File: src/rtl/seg_word_reader_pkg.sv
`default_nettype none
// ============================================================================
//  Module      : seg_word_reader_pkg
//  Description : Shared character codes, 7-segment patterns (active-low,
//                bit 0 = segment a) and the reference word for the segment
//                word reader and display-side blocks.
//  Revision    : 1.0  initial release
// ============================================================================
package seg_word_reader_pkg;

  // Character codes produced by the segment decoder
  typedef enum logic [2:0] {
    CH_SPACE = 3'd0,
    CH_A     = 3'd1,
    CH_U     = 3'd2,
    CH_T     = 3'd3,
    CH_O     = 3'd4,
    CH_BAD   = 3'd7
  } char_code_e;

  // Segment patterns, written in [0:6] order (leftmost bit is segment a)
  localparam logic [0:6] SEG_SPACE = 7'b1111111;
  localparam logic [0:6] SEG_A     = 7'b0000010;
  localparam logic [0:6] SEG_U     = 7'b1100011;
  localparam logic [0:6] SEG_T     = 7'b1110000;
  localparam logic [0:6] SEG_O     = 7'b1100010;

  localparam int         WORD_LEN    = 6;
  localparam logic [2:0] POS_UNKNOWN = 3'b111;

  // Reader sequencing states
  typedef enum logic [1:0] {
    ST_IDLE  = 2'd0,
    ST_SCAN  = 2'd1,
    ST_MATCH = 2'd2,
    ST_DONE  = 2'd3
  } state_e;

  // Reference word W[0..5] = O,T,U,A,SPACE,SPACE
  function automatic char_code_e word_char(input int unsigned k);
    case (k)
      0:       return CH_O;
      1:       return CH_T;
      2:       return CH_U;
      3:       return CH_A;
      default: return CH_SPACE;
    endcase
  endfunction

endpackage
`default_nettype wire

File: src/rtl/seg7_char_decode.sv
`default_nettype none
// ============================================================================
//  Module      : seg7_char_decode
//  Description : Combinational 7-segment pattern to character code decode.
//                Any pattern outside the known alphabet decodes to CH_BAD.
//  Revision    : 1.0  initial release
// ============================================================================
module seg7_char_decode
  import seg_word_reader_pkg::*;
(
  input  logic [0:6]  seg,
  output char_code_e  code
);

  // Exact-match lookup; unknown patterns are flagged as BAD
  always_comb begin
    code = CH_BAD;
    case (seg)
      SEG_SPACE: code = CH_SPACE;
      SEG_A:     code = CH_A;
      SEG_U:     code = CH_U;
      SEG_T:     code = CH_T;
      SEG_O:     code = CH_O;
      default:   code = CH_BAD;
    endcase
  end

endmodule
`default_nettype wire

File: src/rtl/seg_word_reader.sv
`default_nettype none
// ============================================================================
//  Module      : seg_word_reader
//  Description : Samples six 7-segment buses one digit per clock, then finds
//                which rotation of the word "OTUA  " they display.
//                Optional macro SEG_WORD_READER_AUTOSCAN_EN: passes run
//                back-to-back from reset release and start is ignored.
//  Revision    : 1.0  initial release
// ============================================================================
module seg_word_reader
  import seg_word_reader_pkg::*;
(
  input  logic        CLOCK_50,
  input  logic        RESET_N,
  input  logic [0:6]  HEX0,
  input  logic [0:6]  HEX1,
  input  logic [0:6]  HEX2,
  input  logic [0:6]  HEX3,
  input  logic [0:6]  HEX4,
  input  logic [0:6]  HEX5,
  input  logic        start,
  output logic        busy,
  output logic        valid,
  output logic [2:0]  position,
  output logic        error
);

  state_e            state_q, state_d;
  logic [2:0]        idx_q, idx_d;
  char_code_e        codes_q [WORD_LEN];
  char_code_e        codes_d [WORD_LEN];
  logic [2:0]        position_q, position_d;
  logic              error_q, error_d;
  logic              valid_q, valid_d;

  logic [0:6]        seg_sel;
  char_code_e        seg_code;
  logic [WORD_LEN-1:0] rot_hit;
  logic              match_any;
  logic [2:0]        match_pos;

`ifdef SEG_WORD_READER_AUTOSCAN_EN
  logic unused_start;
  assign unused_start = start;
`endif

  // Route the digit addressed by the scan index to the single decoder
  always_comb begin
    seg_sel = SEG_SPACE;
    case (idx_q)
      3'd0:    seg_sel = HEX0;
      3'd1:    seg_sel = HEX1;
      3'd2:    seg_sel = HEX2;
      3'd3:    seg_sel = HEX3;
      3'd4:    seg_sel = HEX4;
      3'd5:    seg_sel = HEX5;
      default: seg_sel = SEG_SPACE;
    endcase
  end

  seg7_char_decode u_decode (
    .seg  (seg_sel),
    .code (seg_code)
  );

  // All six rotations compared in parallel against the stored codes
  for (genvar p = 0; p < WORD_LEN; p++) begin : g_rot
    logic [WORD_LEN-1:0] digit_ok;
    for (genvar k = 0; k < WORD_LEN; k++) begin : g_digit
      assign digit_ok[k] = (codes_q[(p + k) % WORD_LEN] == word_char(k));
    end
    assign rot_hit[p] = &digit_ok;
  end

  // Lowest matching rotation wins; the word is asymmetric so at most one hits
  always_comb begin
    match_any = 1'b0;
    match_pos = POS_UNKNOWN;
    for (int p = 0; p < WORD_LEN; p++) begin
      if (rot_hit[p] && !match_any) begin
        match_any = 1'b1;
        match_pos = 3'(p);
      end
    end
  end

  // Next-state and datapath updates for the scan/match sequence
  always_comb begin
    state_d    = state_q;
    idx_d      = idx_q;
    codes_d    = codes_q;
    position_d = position_q;
    error_d    = error_q;
    valid_d    = 1'b0;
    case (state_q)
      ST_IDLE: begin
`ifdef SEG_WORD_READER_AUTOSCAN_EN
        state_d = ST_SCAN;
        idx_d   = 3'd0;
`else
        if (start) begin
          state_d = ST_SCAN;
          idx_d   = 3'd0;
        end
`endif
      end
      ST_SCAN: begin
        codes_d[idx_q] = seg_code;
        if (idx_q == 3'(WORD_LEN - 1)) begin
          state_d = ST_MATCH;
        end else begin
          idx_d = idx_q + 3'd1;
        end
      end
      ST_MATCH: begin
        // Result lands in the output registers together with the valid pulse
        position_d = match_any ? match_pos : POS_UNKNOWN;
        error_d    = !match_any;
        valid_d    = 1'b1;
        state_d    = ST_DONE;
      end
      ST_DONE: begin
        idx_d = 3'd0;
`ifdef SEG_WORD_READER_AUTOSCAN_EN
        state_d = ST_SCAN;
`else
        state_d = ST_IDLE;
`endif
      end
      default: state_d = ST_IDLE;
    endcase
  end

  // State and result registers with asynchronous active-low reset
  always_ff @(posedge CLOCK_50 or negedge RESET_N) begin
    if (!RESET_N) begin
      state_q    <= ST_IDLE;
      idx_q      <= 3'd0;
      for (int i = 0; i < WORD_LEN; i++) codes_q[i] <= CH_SPACE;
      position_q <= POS_UNKNOWN;
      error_q    <= 1'b0;
      valid_q    <= 1'b0;
    end else begin
      state_q    <= state_d;
      idx_q      <= idx_d;
      codes_q    <= codes_d;
      position_q <= position_d;
      error_q    <= error_d;
      valid_q    <= valid_d;
    end
  end

  assign busy     = (state_q != ST_IDLE);
  assign valid    = valid_q;
  assign position = position_q;
  assign error    = error_q;

endmodule
`default_nettype wire

File: config.mk
export PLATFORM = sky130hd
export DESIGN_NAME = seg_word_reader
export DESIGN_NICKNAME = d
export VERILOG_FILES = /design/src/rtl/seg_word_reader_pkg.sv /design/src/rtl/seg7_char_decode.sv /design/src/rtl/seg_word_reader.sv
export SDC_FILE = /design/constraint.sdc
export NUM_CORES = 1
export LEC_CHECK = 0
export BUFFER_PORTS_ARGS = -buffer_cell sky130_fd_sc_hd__buf_4
export CAP_MARGIN = 40
export CORE_AREA = 2 2 65 67
export CTS_BUF_LIST = sky130_fd_sc_hd__clkbuf_4 sky130_fd_sc_hd__clkbuf_8
export CTS_CLUSTER_DIAMETER = 80
export DETAILED_ROUTE_END_ITERATION = 10
export DIE_AREA = 0 0 67 69
export GPL_TIMING_DRIVEN = 1
export PLACE_DENSITY = 0.75
export SETUP_SLACK_MARGIN = 0.5
export SLEW_MARGIN = 5
export SYNTH_ARGS = -nofsm -noshare
export SYNTH_HDL_FRONTEND = slang
export SYNTH_SLANG_ARGS = --single-unit
File: constraint.sdc
create_clock -name CLOCK_50 -period 7.2 [get_ports CLOCK_50]
set_input_delay 0.36 -clock CLOCK_50 [delete_from_list [all_inputs] [get_ports CLOCK_50]]
set_output_delay 0.36 -clock CLOCK_50 [all_outputs]
set_load 0.02 [all_outputs]
* Word-level counts from Yosys, hierarchy flattened
Index checks and enable logic that the tools add are counted.
Operators by class: add/subtract/negate cells 1, magnitude comparators 2, equal/unequal tests 40, multiplexer cells 25, bitwise gates (word level) 1, reduce and logical (&&, ||, !) cells 30
Operators with widths (count):
- 3-bit by 2-bit equality test with 1-bit output, second input constant | 14
- 7-bit case mux with 6 select lines | 1
- 6-bit AND reduction | 6
- 3-bit two-way mux | 10
- 7-bit equality test, second input constant | 4
- 3-bit equality test, second input constant | 8
- 3-bit by 1-bit equality test with 1-bit output, second input constant | 7
- 3-bit zero test | 7
- 18-bit bitwise mux | 1
- 3-bit case mux with 5 select lines | 1
- 3-bit demux with 3-bit select | 1
- 3-bit case mux with 3 select lines | 1
- 2-bit case mux with 4 select lines | 1
- 7-bit by 2-bit equality test with 1-bit output, second input constant | 1
- 1-bit two-way mux | 7
- 1-bit logical AND | 6
- 1-bit zero test | 6
- 2-bit != test, second input constant | 3
- 2-bit equality test, second input constant | 2
- 4-bit >= comparator, second input constant | 1
- 4-bit by 1-bit less-than comparator with 1-bit output, second input constant | 1
- 2-bit two-way mux | 2
- 3-bit NOT with 4-bit output | 1
- 3-bit by 1-bit adder with 3-bit output, second input constant | 1
- other kinds (6) | 6
Storage, ports and cells: flip-flop bits (word level) 28, input port bits 45, output and inout bits 6, logic and storage cells 110

* Longest topological paths before layout
Gate-level depths: netlist of run 1.
depth in word-level cells 19, gate-level depth with buffers 10, depth with buffers taken out 8

* Hierarchy
From an unflattened synthesis of run 1, not the netlist that was laid out.
Unflattened totals: cells, all modules 180, area, all modules 1863.0 um^2
Modules (own cells, without submodules):
- seg_word_reader | times used 1, cells each 167, area each 1767.9 um^2, seq. area each 704.4 um^2
- seg7_char_decode | times used 1, cells each 13, area each 95.1 um^2, seq. area each 0.0 um^2

* Worst setup path before layout of run 1
OpenSTA, ideal clock, no wires.
path type flip-flop to flip-flop, start point register idx_q[1], end point register codes_q[11] (netlist name), library setup time 0.148 ns, data arrival time 2.516 ns, data required time 7.052 ns, path slack 4.536 ns, stages on the path, launching flop included 11, buffers on the path 2, period minus slack after synthesis 2.664 ns, cell sequence dfrtp_1 -> clkbuf_1 -> inv_1 -> ha_1 -> clkbuf_1 -> a222oi_1 -> mux2i_1 -> nor2_1 -> nand3_1 -> o32ai_1 -> o31ai_1
On the way: cells in the longest elaborated chain, start to end 6, elaborated cells between the ends (all ways) 20, those cells by class order compare (2); eq/ne (10); mux (5); bitwise (1); reduce/logical (2)
Ends and longest elaborated chain:
- from (decl) | line seg_word_reader.sv:29 | logic [2:0] idx_q, idx_d;
- from (signal assigned) | line seg_word_reader.sv:145 | idx_q <= idx_d;
- parallel branches: the longest is 5 deep, another holds 7-bit case mux with 6 select lines
- 18-bit bitwise mux * | line seg_word_reader.sv:108 | codes_d[idx_q] = seg_code;
- to (signal assigned) | line seg_word_reader.sv:146 | codes_q <= codes_d;
- to (decl) | line seg_word_reader.sv:30 | char_code_e codes_q [WORD_LEN];
Every way passes the cells marked *. A chain may end at the register's enable or synchronous reset.

* Worst setup path in the final report of run 1
start point register idx_q[2], end point register codes_q[8] (netlist name)
Same word-level chain as after synthesis.

==> summary.txt, run 1 <==
GRT
  • First-pass GRT wire length: 7800 microns
  • Vias in the first global route: ~1700
  • Overflow after GRT: 0
  • GRT Total Usage: 0.209
  • Largest net degree at the start of global routing: 29
  • Initial antenna violation count: 0

Synthesis
  • Synth top area share: 0.329
  • EDFF count, synth: 0
  • Top_reg_cell synth: dfrtp_1
  • Sequential share of the synthesized area: 0.370
  • Cell taking the most area after synthesis: dfrtp_1
  • Post-synthesis cell type count: 46
  • Syn_nets: 264
  • Cell area after synthesis: 1900 sq um
  • Most common cell in the netlist: nand2_1
  • Top post-synthesis cells by area: dfrtp_1, ha_1, nand2_1
  • Mean Syn Cell Area: 9.06 sq um
  • Synth Register Bits: 28
  • Synth warn: 0
  • Post-synth top cells: nand2_1, dfrtp_1, o21ai_0, o31ai_1
  • Syn Inst Count: 210
  • Ys async rst share: 1.00

Power and ir drop
  • Pleak: ~1 nW
  • Sequential share of power: 0.370
  • Power density over cell area: 311 nW/um^2
  • Psw: 305 uW
  • P_int: around 440 uW
  • Switch share: 0.410
  • VDD IR-drop max: around 150 uV
  • Clk network pwr share: 0.163
  • Combinational group share of total power: 0.466

Clocking
  • TritonCTS clock tree: done
  • Clock latency on the worst-skew pair: 0.27 ns
  • Post-cts resize count: 0
  • Inserted Clock Buffers: 3
  • H-tree levels: 1
  • CTS Buffer Depth: 2
  • Root Driver: clkbuf_8
  • # clock sinks: 28
  • Post-CTS Setup Bufs: 0
  • Post-CTS Hold Fix Bufs: 1
  • CTS clock-pin slew for the worst setup and hold paths: 0.09 ns

Worst setup path
  • Critical path class: flop to flop
  • Critical Path RT: about 7.3 ns
  • Worst-path cell chain: inv_1 -> ha_1 -> a222oi_1 -> o211a_1 -> nand3_1 -> o32ai_1 -> o31ai_1
  • CP max stage delay: 0.84 ns
  • Worst setup EP type: flop
  • Crit Path Max Fanout: 24
  • Critical Path Start Type: flop
  • Crit path DAT: 3.27 ns
  • Max stage delay cell, worst path: dfrtp_1

Timing
  • Worst-margin pin slew: approximately 0.75 ns
  • Final hold slack: 0.490 ns
  • Fmax: 0.319 GHz
  • Slew HR: 0.498
  • Final slew viol count: 0
  • Final hold viol count: 0
  • Final period utilization: 0.436
  • Unrepaired setup endpoints after global routing: false
  • Final Critical Period: 3.14 ns
  • Setup Viol. Count Final: 0
  • Final TNS setup: 0 ns
  • Clock Skew: 0.00551 ns

Final layout
  • Reg area: 704 sq um
  • Footprint of the multi-input gates: around 1100 sq um
  • Design Area, Final: between 2000 and 2500 sq um
  • Layout cell share with drive strength beyond 1: 0.265
  • Fin nets: ~310
  • Area growth, synth to finish: 25.6%
  • ANT cells: 0
  • Fillers: 359
  • Final core utilization: 0.610

Die
  • Core Footprint: 3910 sq um
  • Starting Density: 0.486
  • Die Y: 69 microns
  • Core Rows: 23
  • Die X-Extent: 67 microns
  • Top Ports: 51
  • Die area: 4620 sq um

Routing
  • Router iterations before antenna repair: 6
  • Detail Route Antenna Nets: 0
  • Avg Vias per Cell: ~6
  • Post-Route WL: 4720 microns
  • DR vias: 1842
  • Iter 0 DRT Violations: 180
  • # DRC: 0
  • Wire per inst: 15.4 microns

Run
  • Max capacitance violation total: 0

Place
  • Placed cell area: roughly 2300 sq um
  • Port bufs: 50
  • HPWL reported at the end of detailed placement: 3740 microns
  • Routability congestion estimate: 0.860

Hold path
  • Hold crit path type: flop to flop

Outcome
  • Status: complete, no violations
kinds of logic (layout without fill, tap and decap cells):
family	after synthesis	after routing	share of synthesized area
AO/OA/AOI/OAI	58	58	0.216
adder cells (fa/ha/maj)	9	9	0.0592
buffers and inverters	16	63	0.0329
flip-flops	28	28	0.370
multiplexers	13	13	0.0743
AND/OR/NAND/NOR	86	86	0.247
metrics by stage:
step / instances / power, mW / worst slack (ns)
2_1_floorplan: 210 / 0.519 / 4.54
3_3_place_gp: 302 / 0.614 / 4.18
3_5_place_dp: 302 / 0.621 / 4.10
4_1_cts: 307 / 0.741 / 4.06
5_1_grt: 307 / 0.803 / 3.72
6_report: 307 / 0.743 / 4.06
flip-flops by register name, summed over array words and instances, names as in the netlist:
signal / cells
codes_q: 18
idx_q: 3
position: 3
state_q: 2
error: 1
valid: 1
worst max-delay path, delay by kind of cell, from the launching register on:
| family | cells | cell delay, ns |
|---|---|---|
| AOI/OAI and AO/OA | 4 | 1.46 |
| adders and majority gates | 1 | 0.35 |
| buffers and inverters | 1 | 0.21 |
| DFF | 1 | 0.84 |
| and+or+nand+nor | 1 | 0.12 |
power groups by stage:
| stage | Clock (mW) | Sequential, mW | Combinational [mW] |
|---|---|---|---|
| 2_1_floorplan | 0 | 0.260 | 0.259 |
| 3_3_place_gp | 0 | 0.275 | 0.339 |
| 3_5_place_dp | 0 | 0.277 | 0.344 |
| 4_1_cts | 0.122 | 0.273 | 0.346 |
| 5_1_grt | 0.130 | 0.284 | 0.389 |
| 6_report | 0.121 | 0.275 | 0.347 |
final timing paths:
path / from / to / slack (ns) / cells past startpoint
worst min register to register: position[0]$_DFFE_PN1P_ / position[0]$_DFFE_PN1P_ / 0.49 / 2
worst min-delay path: position[0]$_DFFE_PN1P_ / position[0]$_DFFE_PN1P_ / 0.49 / 2
min in group asynchronous: RESET_N / codes_q[0]$_DFFE_PN0P_ / 0.53 / 2
worst max register to register: idx_q[2]$_DFFE_PN0P_ / codes_q[8]$_DFFE_PN0P_ / 4.06 / 7
max in group asynchronous: RESET_N / position[0]$_DFFE_PN1P_ / 6.37 / 2
worst max-delay path: idx_q[2]$_DFFE_PN0P_ / codes_q[8]$_DFFE_PN0P_ / 4.06 / 7
routing by layer:
| layer | share of wire | vias up | track usage |
|---|---|---|---|
| met1 | 0.46 | 850 | 0.302 |
| met2 | 0.46 | 85 | 0.331 |
| met4 | 0.017 | 0 | 0.0771 |
| met3 | 0.055 | 6 | 0.00653 |
| met5 | 0 | - | 0 |
| li1 | - | 901 | - |
area by class of cell:
type	instances	share of cell area
clock inverter	1	0.0126
sequential	28	0.295
multi-input combinational	166	0.475
inverter	8	0.0126
clock buffer	3	0.0173
timing repair buffer	51	0.161
tap	50	0.0262
cell usage in the layout (no fill, tap or decap), drive strengths merged, types with 3 or more instances in the layout:
cell     n
ha       9
a22oi    3
mux2     6
nand3b   4
nor2     9
a222oi   4
nand4    8
buf     50
a22o     4
inv      8
nand3    9
a21oi    9
nor2b    4
mux2i    7
nor4b    5
dfstp    3
nand2   29
o21ai   13
dfrtp   25
o31ai   13
nor4     4
clkbuf   3
(Power assumes the default switching activity.)
==> run 2: changes to the inputs <==
--- a/config.mk
+++ b/config.mk
@@ -5,13 +5,14 @@
 export SDC_FILE = /design/constraint.sdc
 export NUM_CORES = 1
 export LEC_CHECK = 0
+export ABC_AREA = 1
 export BUFFER_PORTS_ARGS = -buffer_cell sky130_fd_sc_hd__buf_4
 export CAP_MARGIN = 40
-export CORE_AREA = 2 2 65 67
+export CORE_AREA = 2 2 70 72
 export CTS_BUF_LIST = sky130_fd_sc_hd__clkbuf_4 sky130_fd_sc_hd__clkbuf_8
 export CTS_CLUSTER_DIAMETER = 80
 export DETAILED_ROUTE_END_ITERATION = 10
-export DIE_AREA = 0 0 67 69
+export DIE_AREA = 0 0 72 74
 export GPL_TIMING_DRIVEN = 1
 export PLACE_DENSITY = 0.75
 export SETUP_SLACK_MARGIN = 0.5
==> constraint.sdc (replaced) <==
create_clock -name CLOCK_50 -period 2.8 [get_ports CLOCK_50]
set_input_delay 0.14 -clock CLOCK_50 [delete_from_list [all_inputs] [get_ports CLOCK_50]]
set_output_delay 0.14 -clock CLOCK_50 [all_outputs]
set_load 0.02 [all_outputs]
==> run 2 against run 1 <==
Cell count rose by 47%. Sequential power grew to 2.9 times the previous value. Sequential cell count did not move. Sequential share of layout area is 3.8 points lower. Clock power rose to 2.6 times the previous value. Hold slack worse by 0.18 ns. Critical endpoint is now codes_q[6]$_DFFE_PN0P_. Highest routed layer unchanged.
==> summary.txt, run 2 <==
GRT
  • Largest net degree at the start of global routing: 29
  • Vias in the first global route: 2157
  • First-pass GRT wire length: between 9000 and 10000 microns
  • GRT Total Usage: 0.218
  • Initial antenna violation count: 0
  • Overflow after GRT: 0

Timing
  • Final worst slack: 0.680 ns
  • Unrepaired setup endpoints after global routing: false
  • Final period utilization: 0.757
  • Final slew viol count: 0
  • Setup Viol. Count Final: 0
  • Fmax: roughly 0.47 GHz
  • Worst-margin pin slew: 0.392 ns
  • Slew HR: 0.738
  • Final TNS setup: 0 ns
  • Final Critical Period: ~2.1 ns
  • Final hold viol count: 0
  • Clock Skew: between 0.009 and 0.01 ns

Worst setup path
  • Critical path class: flop to flop
  • Crit path from: idx_q[0]$_DFFE_PN0P_
  • Critical Path Start Type: flop
  • Critical Path RT: 2.97 ns
  • Crit Path Max Fanout: 7
  • Worst setup EP type: flop
  • Cells on worst reg2reg path: 13
  • Crit path DAT: 2.29 ns
  • Reg2Reg Launch Point: idx_q[0]$_DFFE_PN0P_

Final layout
  • Max reg flops: 18
  • Reg area: 708 sq um
  • Layout cell share with drive strength beyond 1: 0.209
  • Fin nets: 452
  • Footprint of the multi-input gates: 1320 sq um
  • ANT cells: 0
  • Fillers: around 430
  • Commonest cells after routing, fill and taps aside: nand2_1, buf_4, nor2_1, inv_1, nand3_1
  • Final core utilization: 0.599
  • Biggest register: codes_q
  • Area growth, synth to finish: 26.5%
  • Post-route insts no fill: 451
  • Commonest non-fill, non-tap cell in the layout: nand2_1

Synthesis
  • Mean Syn Cell Area: 6.32 sq um
  • Synth top area share: 0.287
  • Synth warn: 0
  • Cell area after synthesis: 2180 sq um
  • EDFF count, synth: 0
  • Most common cell in the netlist: nand2_1
  • Top_reg_cell synth: dfrtp_1
  • Top post-synthesis cells by area: dfrtp_1, nand2_1, nand3_1
  • Post-synth top cells: nand2_1, inv_1, nor2_1, nand3_1, dfrtp_1
  • Syn_nets: 399
  • Ys async rst share: 1.00
  • Synth Register Bits: 28
  • Post-synthesis cell type count: 27
  • Cell taking the most area after synthesis: dfrtp_1
  • Sequential share of the synthesized area: 0.323
  • Syn Inst Count: 345

Die
  • Die area: about 5300 sq um
  • Starting Density: 0.474
  • Top Ports: 51
  • Die X-Extent: between 70 and 80 microns
  • Core Rows: 25
  • Die Y: approximately 74 microns
  • Core Footprint: 4600 sq um

Outcome
  • Status: complete, no violations

Routing
  • Post-Route WL: 5540 microns
  • Detail Route Antenna Nets: 0
  • # DRC: 0
  • Iter 0 DRT Violations: 130
  • Router iterations before antenna repair: 5
  • Wire per inst: about 12 microns
  • Avg Vias per Cell: around 5.1
  • DR vias: ~2300

Hold path
  • Hold crit path type: primary input to async pin

Place
  • Port bufs: 50
  • Routability congestion estimate: roughly 0.87
  • Placed insts: 445
  • HPWL reported at the end of detailed placement: 4340 microns
  • Setup WS pre-CTS: 0.439 ns

Power and ir drop
  • VDD IR-drop max: 354 uV
  • Power, Total: 2.31 mW
  • Pleak: 1.48 nW
  • Power density over cell area: ~840 nW/um^2

Clocking
  • CTS Buffer Depth: 2
  • H-tree levels: 1
  • CTS clock-pin slew for the worst setup and hold paths: 0.10 ns
  • Inserted Clock Buffers: 3
  • Root Driver: clkbuf_8
  • TritonCTS clock tree: done
  • Clock latency on the worst-skew pair: 0.28 ns
  • # clock sinks: 28

Run
  • Max capacitance violation total: 0
-- run 2: changes by cell type after synthesis, moves of 5 or more --
cell	change
mux2i_1	-7
nor3_1	+5
nand3_1	+33
nand2_1	+91
a21oi_1	-6
o31ai_1	-13
mux2_2	-5
inv_1	+36
nor2_1	+35
clkbuf_1	-5
nor4b_1	-5
-- run 2: path summary, 6_finish.rpt --
check | slack, ns | endpoint
setup reg to reg | 0.68 | codes_q[6]$_DFFE_PN0P_
max in group asynchronous | 2.18 | position[0]$_DFFE_PN1P_
min in group CLOCK_50 | 0.33 | state_q[1]$_DFFE_PN0P_
hold reg to reg | 0.48 | position[2]$_DFFE_PN1P_
setup / recovery | 0.68 | codes_q[6]$_DFFE_PN0P_
hold / removal | 0.31 | codes_q[5]$_DFFE_PN0P_
-- run 2: cell type report --
cell class	count	area share
Timing Repair Buffer	53	0.151
Clock buffer	3	0.0150
Inverter	46	0.0626
Sequential cell	28	0.257
Multi-Input combinational cell	266	0.479
Tap cell	54	0.0245
Clock inverter	1	0.0109
-- run 2: cells by family (layout without fill, tap and decap cells) --
kind of cell    Yosys count  in the layout  synth area share
compound gates           18             18            0.0419
flops                    28             28             0.323
simple gates            239            239             0.486
fa+ha+maj                 9              9            0.0517
buf+inv                  51            103            0.0976
-- run 2: report_power, final --
group	leakage [nW]	switching (mW)	internal (mW)
clock	0.0357	0.126	0.191
sequential	0.298	0.192	0.600
combinational	1.15	0.729	0.466
total	1.48	1.05	1.26
-- run 2: routing by layer --
layer | global-route usage | vias up | wire (microns)
li1 | - | 1200 | -
met1 | 0.292 | 1050 | 2620
met2 | 0.390 | 55 | 2710
met3 | 0.0217 | 5 | 170
met4 | 0.0419 | 0 | 38
met5 | 0 | - | 0
-- run 2: stage by stage --
stage,hold slack [ns],area [sq um]
floorplan,-0.156,2180
global placement,0.0770,2590
detailed placement,0.0752,2590
CTS,0.319,2690
global route,0.333,2760
finish,0.311,2760
-- run 2: critical path, cell delays in order, from the launching register on --
cell     delay (ns)
dfrtp_2        0.46
inv_1          0.16
ha_2           0.30
nand3_1        0.10
nand2_1        0.07
nor2_1         0.05
nand2_1        0.10
nand2_1        0.08
nor2_1         0.11
nand4_1        0.20
nand3_4        0.18
nand2_4        0.08
nand2_1        0.08
nand2_1        0.05
-- run 2: timing repair --
action                                 4_1_cts  5_1_grt
buffers inserted                             0        1
setup endpoints to repair                   18       18
pin swaps                                    0        1
hold buffers                                 1        0
endpoints found under the hold margin       25        0
gates resized for setup                      4       12
cloned                                       0        0
